`src/rtl/ksz_bus_arbiter_if.sv`:
```
// ---------------------------------------------------------------------------
// ksz_bus_arbiter_if
// Bundles every signal between the requesters, the KSZ8851 register-IO engine
// and the bus arbiter.
//
// Handshake (request/hold): requester i raises req[i] and keeps it high for
// its whole multi-command transaction. grant[i] (registered, one-hot) tells it
// it owns the engine. Its command fields (offset_i/length_i/wr_i/wdata_i/
// newcmd_i/dummy_i) reach the engine only while it is granted. Dropping
// req[i] ends the transaction, and the grant is withdrawn once the engine
// reports its idle state (Wait). There is no ready/valid back-pressure on
// req: the grant itself is the acceptance.
//
// Modports
//   slave  : the arbiter (consumes req/command fields/state, drives grant/mux)
//   master : the requester + engine side (drives req/command fields/state)
// ---------------------------------------------------------------------------
interface ksz_bus_arbiter_if #(
   parameter int NREQ = 3
);
   // requester handshake
   logic [NREQ-1:0]    req;
   logic [NREQ-1:0]    grant;
   logic [1:0]         owner;
   logic               busy;
   logic               timeout_err;

   // per-requester command fields, requester i in slice i
   logic [8*NREQ-1:0]  offset_i;
   logic [NREQ-1:0]    length_i;
   logic [NREQ-1:0]    wr_i;
   logic [16*NREQ-1:0] wdata_i;
   logic [NREQ-1:0]    newcmd_i;
   logic [NREQ-1:0]    dummy_i;

   // muxed command to the engine
   logic [7:0]         offset;
   logic               length;
   logic               WR;
   logic [15:0]        writeData;
   logic               NewCommand;
   logic               Dummy_Write;

   // engine state feedback and read-data qualifier
   logic [3:0]         state;
   logic [NREQ-1:0]    rdata_valid;

   modport slave (
      input  req, offset_i, length_i, wr_i, wdata_i, newcmd_i, dummy_i, state,
      output grant, owner, busy, timeout_err,
      output offset, length, WR, writeData, NewCommand, Dummy_Write, rdata_valid
   );

   modport master (
      output req, offset_i, length_i, wr_i, wdata_i, newcmd_i, dummy_i, state,
      input  grant, owner, busy, timeout_err,
      input  offset, length, WR, writeData, NewCommand, Dummy_Write, rdata_valid
   );
endinterface

```
`src/rtl/ksz_bus_arbiter.sv`:
```
// ---------------------------------------------------------------------------
// ksz_bus_arbiter
// Shares one KSZ8851 register-IO engine among NREQ requesters (0 = init,
// 1 = receive, 2 = transmit). Ownership is granted per transaction in
// round-robin order, handed over only while the engine sits in Wait, and a
// watchdog reclaims the engine from an owner that keeps it idle too long.
//
// Ports
//   sysclk     : system clock
//   reset      : asynchronous, active-low
//   bus        : ksz_bus_arbiter_if.slave (requests, command mux, state)
//   dbg_state  : current FSM state (0 IDLE, 1 GRANT, 2 DRAIN)
// ---------------------------------------------------------------------------
module ksz_bus_arbiter #(
   parameter int NREQ    = 3,
   parameter int TIMEOUT = 4095
) (
   input  logic                    sysclk,
   input  logic                    reset,
   ksz_bus_arbiter_if.slave        bus,
   output logic [1:0]              dbg_state
);

   typedef enum logic [1:0] {
      S_IDLE  = 2'd0,
      S_GRANT = 2'd1,
      S_DRAIN = 2'd2
   } fsm_t;

   localparam logic [3:0]  ST_WAIT    = 4'b1001;
   localparam logic [11:0] WDOG_LIMIT = 12'(TIMEOUT);
   localparam logic [1:0]  RR_RESET   = 2'(NREQ - 1);

   fsm_t            fsm_q, fsm_d;
   logic [NREQ-1:0] grant_q, grant_d;
   logic [1:0]      owner_q, owner_d;
   logic            busy_q, busy_d;
   logic            tout_q, tout_d;
   logic [1:0]      rr_ptr_q, rr_ptr_d;
   logic [11:0]     wdog_q, wdog_d;
   logic [NREQ-1:0] mask_q, mask_d;

   logic            engine_idle;
   logic            owner_req;
   logic            owner_newcmd;
   logic [NREQ-1:0] eligible;
   logic            pick_found;
   logic [1:0]      pick_idx;
   logic [2:0]      cand;

   assign engine_idle  = (bus.state == ST_WAIT);
   assign owner_req    = bus.req[owner_q];
   assign owner_newcmd = bus.newcmd_i[owner_q];
   assign eligible     = bus.req & ~mask_q;

   // Round-robin search starting just after the last winner, so the
   // requester served most recently is always considered last.
   always_comb begin
      pick_found = 1'b0;
      pick_idx   = '0;
      cand       = '0;
      for (int k = 1; k <= NREQ; k++) begin
         cand = {1'b0, rr_ptr_q} + 3'(k);
         if (cand >= 3'(NREQ)) cand = cand - 3'(NREQ);
         if (!pick_found && eligible[cand[1:0]]) begin
            pick_found = 1'b1;
            pick_idx   = cand[1:0];
         end
      end
   end

   // Next-state logic
   always_comb begin
      fsm_d    = fsm_q;
      grant_d  = grant_q;
      owner_d  = owner_q;
      busy_d   = busy_q;
      tout_d   = 1'b0;
      rr_ptr_d = rr_ptr_q;
      wdog_d   = wdog_q;
      // A mask bit survives only while its requester keeps req high.
      mask_d   = mask_q & bus.req;

      case (fsm_q)
         S_IDLE: begin
            wdog_d = '0;
            if (pick_found && engine_idle) begin
               grant_d  = NREQ'(1) << pick_idx;
               owner_d  = pick_idx;
               busy_d   = 1'b1;
               rr_ptr_d = pick_idx;
               fsm_d    = S_GRANT;
            end
         end
         S_GRANT: begin
            if (!owner_req) begin
               fsm_d  = S_DRAIN;
               wdog_d = '0;
            end else if (wdog_q == WDOG_LIMIT) begin
               fsm_d  = S_DRAIN;
               tout_d = 1'b1;
               wdog_d = '0;
               mask_d = mask_d | (NREQ'(1) << owner_q);
            end else if (engine_idle && !owner_newcmd) begin
               if (wdog_q != 12'hFFF) wdog_d = wdog_q + 12'd1;
            end else begin
               wdog_d = '0;
            end
         end
         S_DRAIN: begin
            wdog_d = '0;
            if (engine_idle) begin
               grant_d = '0;
               busy_d  = 1'b0;
               fsm_d   = S_IDLE;
            end
         end
         default: begin
            fsm_d   = S_IDLE;
            grant_d = '0;
            busy_d  = 1'b0;
            wdog_d  = '0;
         end
      endcase
   end

   always_ff @(posedge sysclk or negedge reset) begin
      if (!reset) begin
         fsm_q    <= S_IDLE;
         grant_q  <= '0;
         owner_q  <= '0;
         busy_q   <= 1'b0;
         tout_q   <= 1'b0;
         rr_ptr_q <= RR_RESET;
         wdog_q   <= '0;
         mask_q   <= '0;
      end else begin
         fsm_q    <= fsm_d;
         grant_q  <= grant_d;
         owner_q  <= owner_d;
         busy_q   <= busy_d;
         tout_q   <= tout_d;
         rr_ptr_q <= rr_ptr_d;
         wdog_q   <= wdog_d;
         mask_q   <= mask_d;
      end
   end

   // Command mux, driven only from registered ownership. NewCommand is
   // suppressed in DRAIN and in the cycle the owner lets go of req, so a
   // command raised together with the release never reaches the engine.
   always_comb begin
      bus.offset      = '0;
      bus.length      = 1'b0;
      bus.WR          = 1'b0;
      bus.writeData   = '0;
      bus.NewCommand  = 1'b0;
      bus.Dummy_Write = 1'b0;
      if (|grant_q) begin
         bus.offset      = bus.offset_i[int'(owner_q)*8 +: 8];
         bus.length      = bus.length_i[owner_q];
         bus.WR          = bus.wr_i[owner_q];
         bus.writeData   = bus.wdata_i[int'(owner_q)*16 +: 16];
         bus.Dummy_Write = bus.dummy_i[owner_q];
         bus.NewCommand  = owner_newcmd && owner_req && (fsm_q == S_GRANT);
      end
   end

   assign bus.grant       = grant_q;
   assign bus.owner       = owner_q;
   assign bus.busy        = busy_q;
   assign bus.timeout_err = tout_q;
   assign bus.rdata_valid = grant_q;
   assign dbg_state       = fsm_q;

endmodule

```
`src/flat_wrapper.sv`:
```
// flat-port wrapper written by rule: the top's interface ports become plain ports
module ksz_bus_arbiter_flat 
#(
   parameter int NREQ    = 3,
   parameter int TIMEOUT = 4095
)
  (sysclk, reset, dbg_state, bus_req, bus_offset_i, bus_length_i, bus_wr_i, bus_wdata_i, bus_newcmd_i, bus_dummy_i, bus_state, bus_grant, bus_owner, bus_busy, bus_timeout_err, bus_offset, bus_length, bus_WR, bus_writeData, bus_NewCommand, bus_Dummy_Write, bus_rdata_valid);
  ksz_bus_arbiter_if #(.NREQ(NREQ)) bus_i ();
  input  logic sysclk;
  input  logic reset;
  output logic [1:0] dbg_state;
  input wire logic [$bits(bus_i.req)-1:0] bus_req;
  input wire logic [$bits(bus_i.offset_i)-1:0] bus_offset_i;
  input wire logic [$bits(bus_i.length_i)-1:0] bus_length_i;
  input wire logic [$bits(bus_i.wr_i)-1:0] bus_wr_i;
  input wire logic [$bits(bus_i.wdata_i)-1:0] bus_wdata_i;
  input wire logic [$bits(bus_i.newcmd_i)-1:0] bus_newcmd_i;
  input wire logic [$bits(bus_i.dummy_i)-1:0] bus_dummy_i;
  input wire logic [$bits(bus_i.state)-1:0] bus_state;
  output wire logic [$bits(bus_i.grant)-1:0] bus_grant;
  output wire logic [$bits(bus_i.owner)-1:0] bus_owner;
  output wire logic [$bits(bus_i.busy)-1:0] bus_busy;
  output wire logic [$bits(bus_i.timeout_err)-1:0] bus_timeout_err;
  output wire logic [$bits(bus_i.offset)-1:0] bus_offset;
  output wire logic [$bits(bus_i.length)-1:0] bus_length;
  output wire logic [$bits(bus_i.WR)-1:0] bus_WR;
  output wire logic [$bits(bus_i.writeData)-1:0] bus_writeData;
  output wire logic [$bits(bus_i.NewCommand)-1:0] bus_NewCommand;
  output wire logic [$bits(bus_i.Dummy_Write)-1:0] bus_Dummy_Write;
  output wire logic [$bits(bus_i.rdata_valid)-1:0] bus_rdata_valid;
  assign bus_i.req = bus_req;
  assign bus_i.offset_i = bus_offset_i;
  assign bus_i.length_i = bus_length_i;
  assign bus_i.wr_i = bus_wr_i;
  assign bus_i.wdata_i = bus_wdata_i;
  assign bus_i.newcmd_i = bus_newcmd_i;
  assign bus_i.dummy_i = bus_dummy_i;
  assign bus_i.state = bus_state;
  assign bus_grant = bus_i.grant;
  assign bus_owner = bus_i.owner;
  assign bus_busy = bus_i.busy;
  assign bus_timeout_err = bus_i.timeout_err;
  assign bus_offset = bus_i.offset;
  assign bus_length = bus_i.length;
  assign bus_WR = bus_i.WR;
  assign bus_writeData = bus_i.writeData;
  assign bus_NewCommand = bus_i.NewCommand;
  assign bus_Dummy_Write = bus_i.Dummy_Write;
  assign bus_rdata_valid = bus_i.rdata_valid;
  ksz_bus_arbiter #(.NREQ(NREQ), .TIMEOUT(TIMEOUT)) u_core (.sysclk(sysclk), .reset(reset), .bus(bus_i), .dbg_state(dbg_state));
endmodule
```
`config.mk`:
```
export PLATFORM = sky130hd
export DESIGN_NAME = ksz_bus_arbiter_flat
export DESIGN_NICKNAME = d
export VERILOG_FILES = /design/src/rtl/ksz_bus_arbiter_if.sv /design/src/rtl/ksz_bus_arbiter.sv /design/src/flat_wrapper.sv
export SDC_FILE = /design/constraint.sdc
export NUM_CORES = 1
export LEC_CHECK = 0
export ABC_AREA = 1
export CAP_MARGIN = 20
export CORE_ASPECT_RATIO = 1.4
export CORE_UTILIZATION = 45
export CTS_CLUSTER_DIAMETER = 80
export CTS_CLUSTER_SIZE = 40
export DETAILED_ROUTE_END_ITERATION = 12
export DONT_BUFFER_PORTS = 1
export PLACE_DENSITY = 0.65
export SKIP_CTS_REPAIR_TIMING = 1
export SKIP_LAST_GASP = 1
export SYNTH_ARGS = -nofsm -noshare
export SYNTH_HDL_FRONTEND = slang
export SYNTH_SLANG_ARGS = --single-unit
```
`constraint.sdc`:
```
create_clock -name sysclk -period 3.05 [get_ports sysclk]
set_input_delay 0.61 -clock sysclk [delete_from_list [all_inputs] [get_ports sysclk]]
set_output_delay 0.61 -clock sysclk [all_outputs]
set_load 0.01 [all_outputs]
```
## After elaboration in Yosys (flattened, before gate mapping)

Index checks and enable logic that the tools add are counted.

| cells by class | value |
|---|---|
| add/sub/neg operators | 7 |
| $lt $le $gt $ge | 7 |
| equality and inequality tests | 9 |
| shift-type cells | 4 |
| mux-type cells | 53 |
| bitwise operators | 5 |
| reductions and logical operators | 14 |

Operators with widths:

| cell | count |
|---|---|
| 12-bit 2-to-1 mux | 5 |
| 48-bit by 7-bit indexed part select with 16-bit output | 1 |
| 24-bit by 6-bit indexed part select with 8-bit output | 1 |
| 1-bit 2-to-1 mux | 20 |
| 2-bit 2-to-1 mux | 10 |
| 1-bit binary-select mux with 2-bit select | 8 |
| 16-bit 2-to-1 mux | 1 |
| 3-bit 2-to-1 mux | 5 |
| 12-bit by 1-bit adder with 12-bit output, second input constant | 1 |
| 12-bit equality test, second input constant | 1 |
| 2-bit by 3-bit less-than comparator with 1-bit output, second input constant | 4 |
| 12-bit inequality test, second input constant | 1 |
| 3-bit by 2-bit >= comparator with 1-bit output, second input constant | 3 |
| 3-bit case mux with 3 select lines | 1 |
| 8-bit 2-to-1 mux | 1 |
| 2-bit by 2-bit adder with 3-bit output, second input constant | 2 |
| 3-bit AND | 2 |
| 1-bit logical AND | 6 |
| 2-bit case mux with 3 select lines | 1 |
| 3-bit AND reduction | 2 |
| 1-bit by 2-bit << shifter with 3-bit output, first input constant | 2 |
| 2-bit subtractor, second input constant | 3 |
| 5-bit inequality test, second input constant | 1 |
| 4-bit equality test, second input constant | 1 |
| other kinds (13) | 16 |

| word-level totals | value |
|---|---|
| register bits | 26 |

## Depth between registers and ports, before layout

| logic depth | value |
|---|---|
| depth in word-level cells | 15 |
| gate-level depth with buffers | 14 |
| depth with buffers taken out | 12 |

## Least setup slack after synthesis

OpenSTA, ideal clock, no wires.

| timing path | value |
|---|---|
| kind | reg2out |
| start | register, netlist name u_core.rr_ptr_q[0] |
| end | output bus_offset[2] |
| arrival time | 1.266 ns |
| data required time | 2.440 ns |
| setup slack | 1.174 ns |
| cell stages (with the launch flop) | 10 |
| path buffers | 2 |
| cells stage by stage | dfrtp_1 -> buf_6 -> clkinv_4 -> nand2_4 -> inv_4 -> clkbuf_1 -> nand2_1 -> nand3_1 -> nand2_1 -> inv_1 |

RTL lines:

| what | line | source |
|---|---|---|
| end: declaration | flat_wrapper.sv:24 | `output wire logic [$bits(bus_i.offset)-1:0] bus_offset;` |

==> metrics.yaml <==
status: "completed"
cts_buffers: 3
grt_antenna_before_repair: 0
htree_levels: 1
post-route-period-util_pct: 86.1
die_area_sq_mm: 0.00530
ys_ff_latch: 25
die_w_microns: 61.8
grt_max_degree: 30
clock_latency_ps: 270
worst_ep_required_time_ps: 2440
grt_pass1_vias: 1808
portBuffers: 0
cts_tree: "built"
pwr_density_cell_mw_per_mm2: 925
syn_area_sq_mm: 0.00225
yosysTopAreaCell: "dfrtp_1"
rsz0062_at_grt: "false"
critPathTopFamily: "flip-flops"
clock_skew_ps: 6.16
leakagePower_nw: 1.27
clock_path_buffers: 2
path_cells: "nand2_2, inv_2, nand2_2, nand3_1, nand2_1, nor2_1"
gp_congestion: 0.846
n_fill_cell: 529
synth-main-ff-cell: "dfrtp_1"
drt_iter0_drc: 114
crit_type: "reg -> out"
cp_common_cell: "nand2_2"
yosysTopAreaCellShare_pct: 26.7
ant_nets: 0
drc: 0
worst_pin_slew_ps: 514
syn_nets: 460
grt_pass1_wl_microns: 7920
avgSynthCellArea_sq_um: 6.21
coreArea_sq_mm: 0.00484
grt-ovfl-total: 0
synth_edf_count: 0
die_h_microns: 85.7
grt_util_all_layers_pct: 20.0
vias: 2124
end_kind: "output pin"
layout-drive-gt1-share_pct: 11.7
wl_per_cell_microns: 13.7
path_max_fanout: 29
cp.arrival_ps: 2020
drv_cap: 0
placementRows: 30
slew_viol_final: 0
timing.final.hold_violations: 0
setup_viol: 0
antenna_cells: 0
drtPass1Iterations: 4
whs_ps: 24.4
tns_ps: 0
ys_types: 33
ios: 133
clkTransAtPathRegs_ps: 90
synth_warnings: 0
clock-sinks: 25
vias_per_cell: 5.12
start_util_pct: 46.5
period_needed_ps: 2630
nets: 449
max_freq_ghz: 0.381
synth_seq_area_share_pct: 27.8
syn2layout_area_growth_pct: 0.444
async_reset_ff_share_pct: 100
post-route-util_pct: 46.7
min_path_type: "in -> async"
cp_slowest_cell: "dfrtp_1"
drt_wl_total_microns: 5680
syn_inst: 363
detailed_place_hpwl_microns: 4400
clock-root-buffer: "clkbuf_8"
ff_latch_area_sq_um: 627
critical_path_buf_inv_count: 1
synth_area_leaders: "dfrtp_1 27%, nand2_1 25%, nand3_1 9.6%"
vdd_drop_max_mv: 0.273
cp-start-kind: "register"
multiInputGateArea_sq_mm: 0.00128
critPathMaxStageDelay_ps: 670
slew_headroom_pct: 65.7
[cells by family after synthesis]
logic type	count (synthesis)	share of synthesized area, %
xor gates and xnor gates	10	3.89
and+or+nand+nor	236	46.3
buffers and inverters	74	15.4
adders and majority gates	4	2.22
DFF	25	27.8
AOI/OAI and AO/OA	14	4.39
[cells in the mapped netlist, drive strengths merged (2+ instances only)]
cell	n
xor2	6
nand3	45
nor2	26
o21ai	8
nor3	6
dfrtp	24
ha	4
xnor2	4
buf	14
nand2	155
inv	56
nand4	3
clkbuf	3
o22ai	2
[power by group]
| part | internal, W | switching (W) |
|---|---|---|
| clock | 0.0000913 | 0.000105 |
| sequential | 0.000381 | 0.000102 |
| combinational | 0.000403 | 0.00101 |
| total | 0.000874 | 0.00122 |
[worst reg2reg max path, cell delays in order, from the launching register on]
cell,delay [ps]
dfrtp_1,670
clkinv_4,170
ha_1,480
inv_4,90
nand3_1,80
nand3_1,110
nand2_2,120
nand2_1,60
nor3_1,240
nor2_1,80
nand3_1,90
nand2_1,50
[worst paths after layout]
kind                                                start                               to  slack, ps  cells past startpoint
max reg2reg                u_core.rr_ptr_q[0]$_DFFE_PN0P_  u_core.bus.grant[0]$_DFFE_PN0P_        720                     11
min                                                 reset    u_core.wdog_q[11]$_DFFE_PN0P_         20                      0
min in group sysclk                            bus_req[1]       u_core.mask_q[1]$_DFF_PN0_        470                      2
max in group asynchronous                           reset   u_core.rr_ptr_q[1]$_DFFE_PN1P_       2850                      0
min reg2reg                  u_core.wdog_q[0]$_DFFE_PN0P_     u_core.wdog_q[0]$_DFFE_PN0P_        500                      1
max                        u_core.rr_ptr_q[0]$_DFFE_PN0P_                   bus_NewCommand        420                      6
[sequential cells by signal (all words and copies together), names as in the netlist]
register / cells
u_core.bus.timeout_err: 1
u_core.mask_q: 3
u_core.bus.busy: 1
u_core.bus.grant: 3
u_core.dbg_state: 2
u_core.bus.owner: 1
u_core.rr_ptr_q: 2
u_core.wdog_q: 12
[layout make-up]
cell class	instances	area share, %
multi-input cells	264	56.5
flip-flops and latches	25	27.7
inverters	57	9.89
well taps	64	3.54
clock buffers	3	1.82
repair buffers	1	0.332
clock inverters	1	0.221
[cells in the final DEF (no fill, tap or decap), drive strengths merged]
cell type,synthesis,routed
o221ai,1,1
clkbuf,3,3
and3,1,1
clkinv,1,2
a31o,1,1
nor2,26,26
inv,56,56
a21oi,1,1
xnor2,4,4
dfrtp,24,24
ha,4,4
nand2,155,155
dfstp,1,1
nor3,6,6
o21ai,8,8
xor2,6,6
buf,14,1
a31oi,1,1
nand4,3,3
o22ai,2,2
nand3,45,45
[metal layers]
layer  global-route usage (%)  part of all wire [%]  wire length, microns  up-vias
met5                        0                     0                     0        -
met4                     5.05                  0.90                    51        0
met3                     5.58                   9.5                   542        4
met2                     36.4                    50                  2840       86
met1                     21.9                    40                  2250      962
li1                         -                     -                     -     1072
[per-stage QoR]
| stage | cells | area, sq um | power (W) | setup WS [ps] |
|---|---|---|---|---|
| after CTS | 415 | 2260 | 0.00210 | 411 |
| after global routing | 415 | 2260 | 0.00233 | 259 |
| after detailed placement | 411 | 2220 | 0.00190 | 722 |
| final | 415 | 2260 | 0.00209 | 425 |
| after floorplan | 363 | 2250 | 0.00176 | 1170 |
| after global placement | 411 | 2220 | 0.00188 | 756 |
Note: power is estimated with default switching activity, not from simulation.
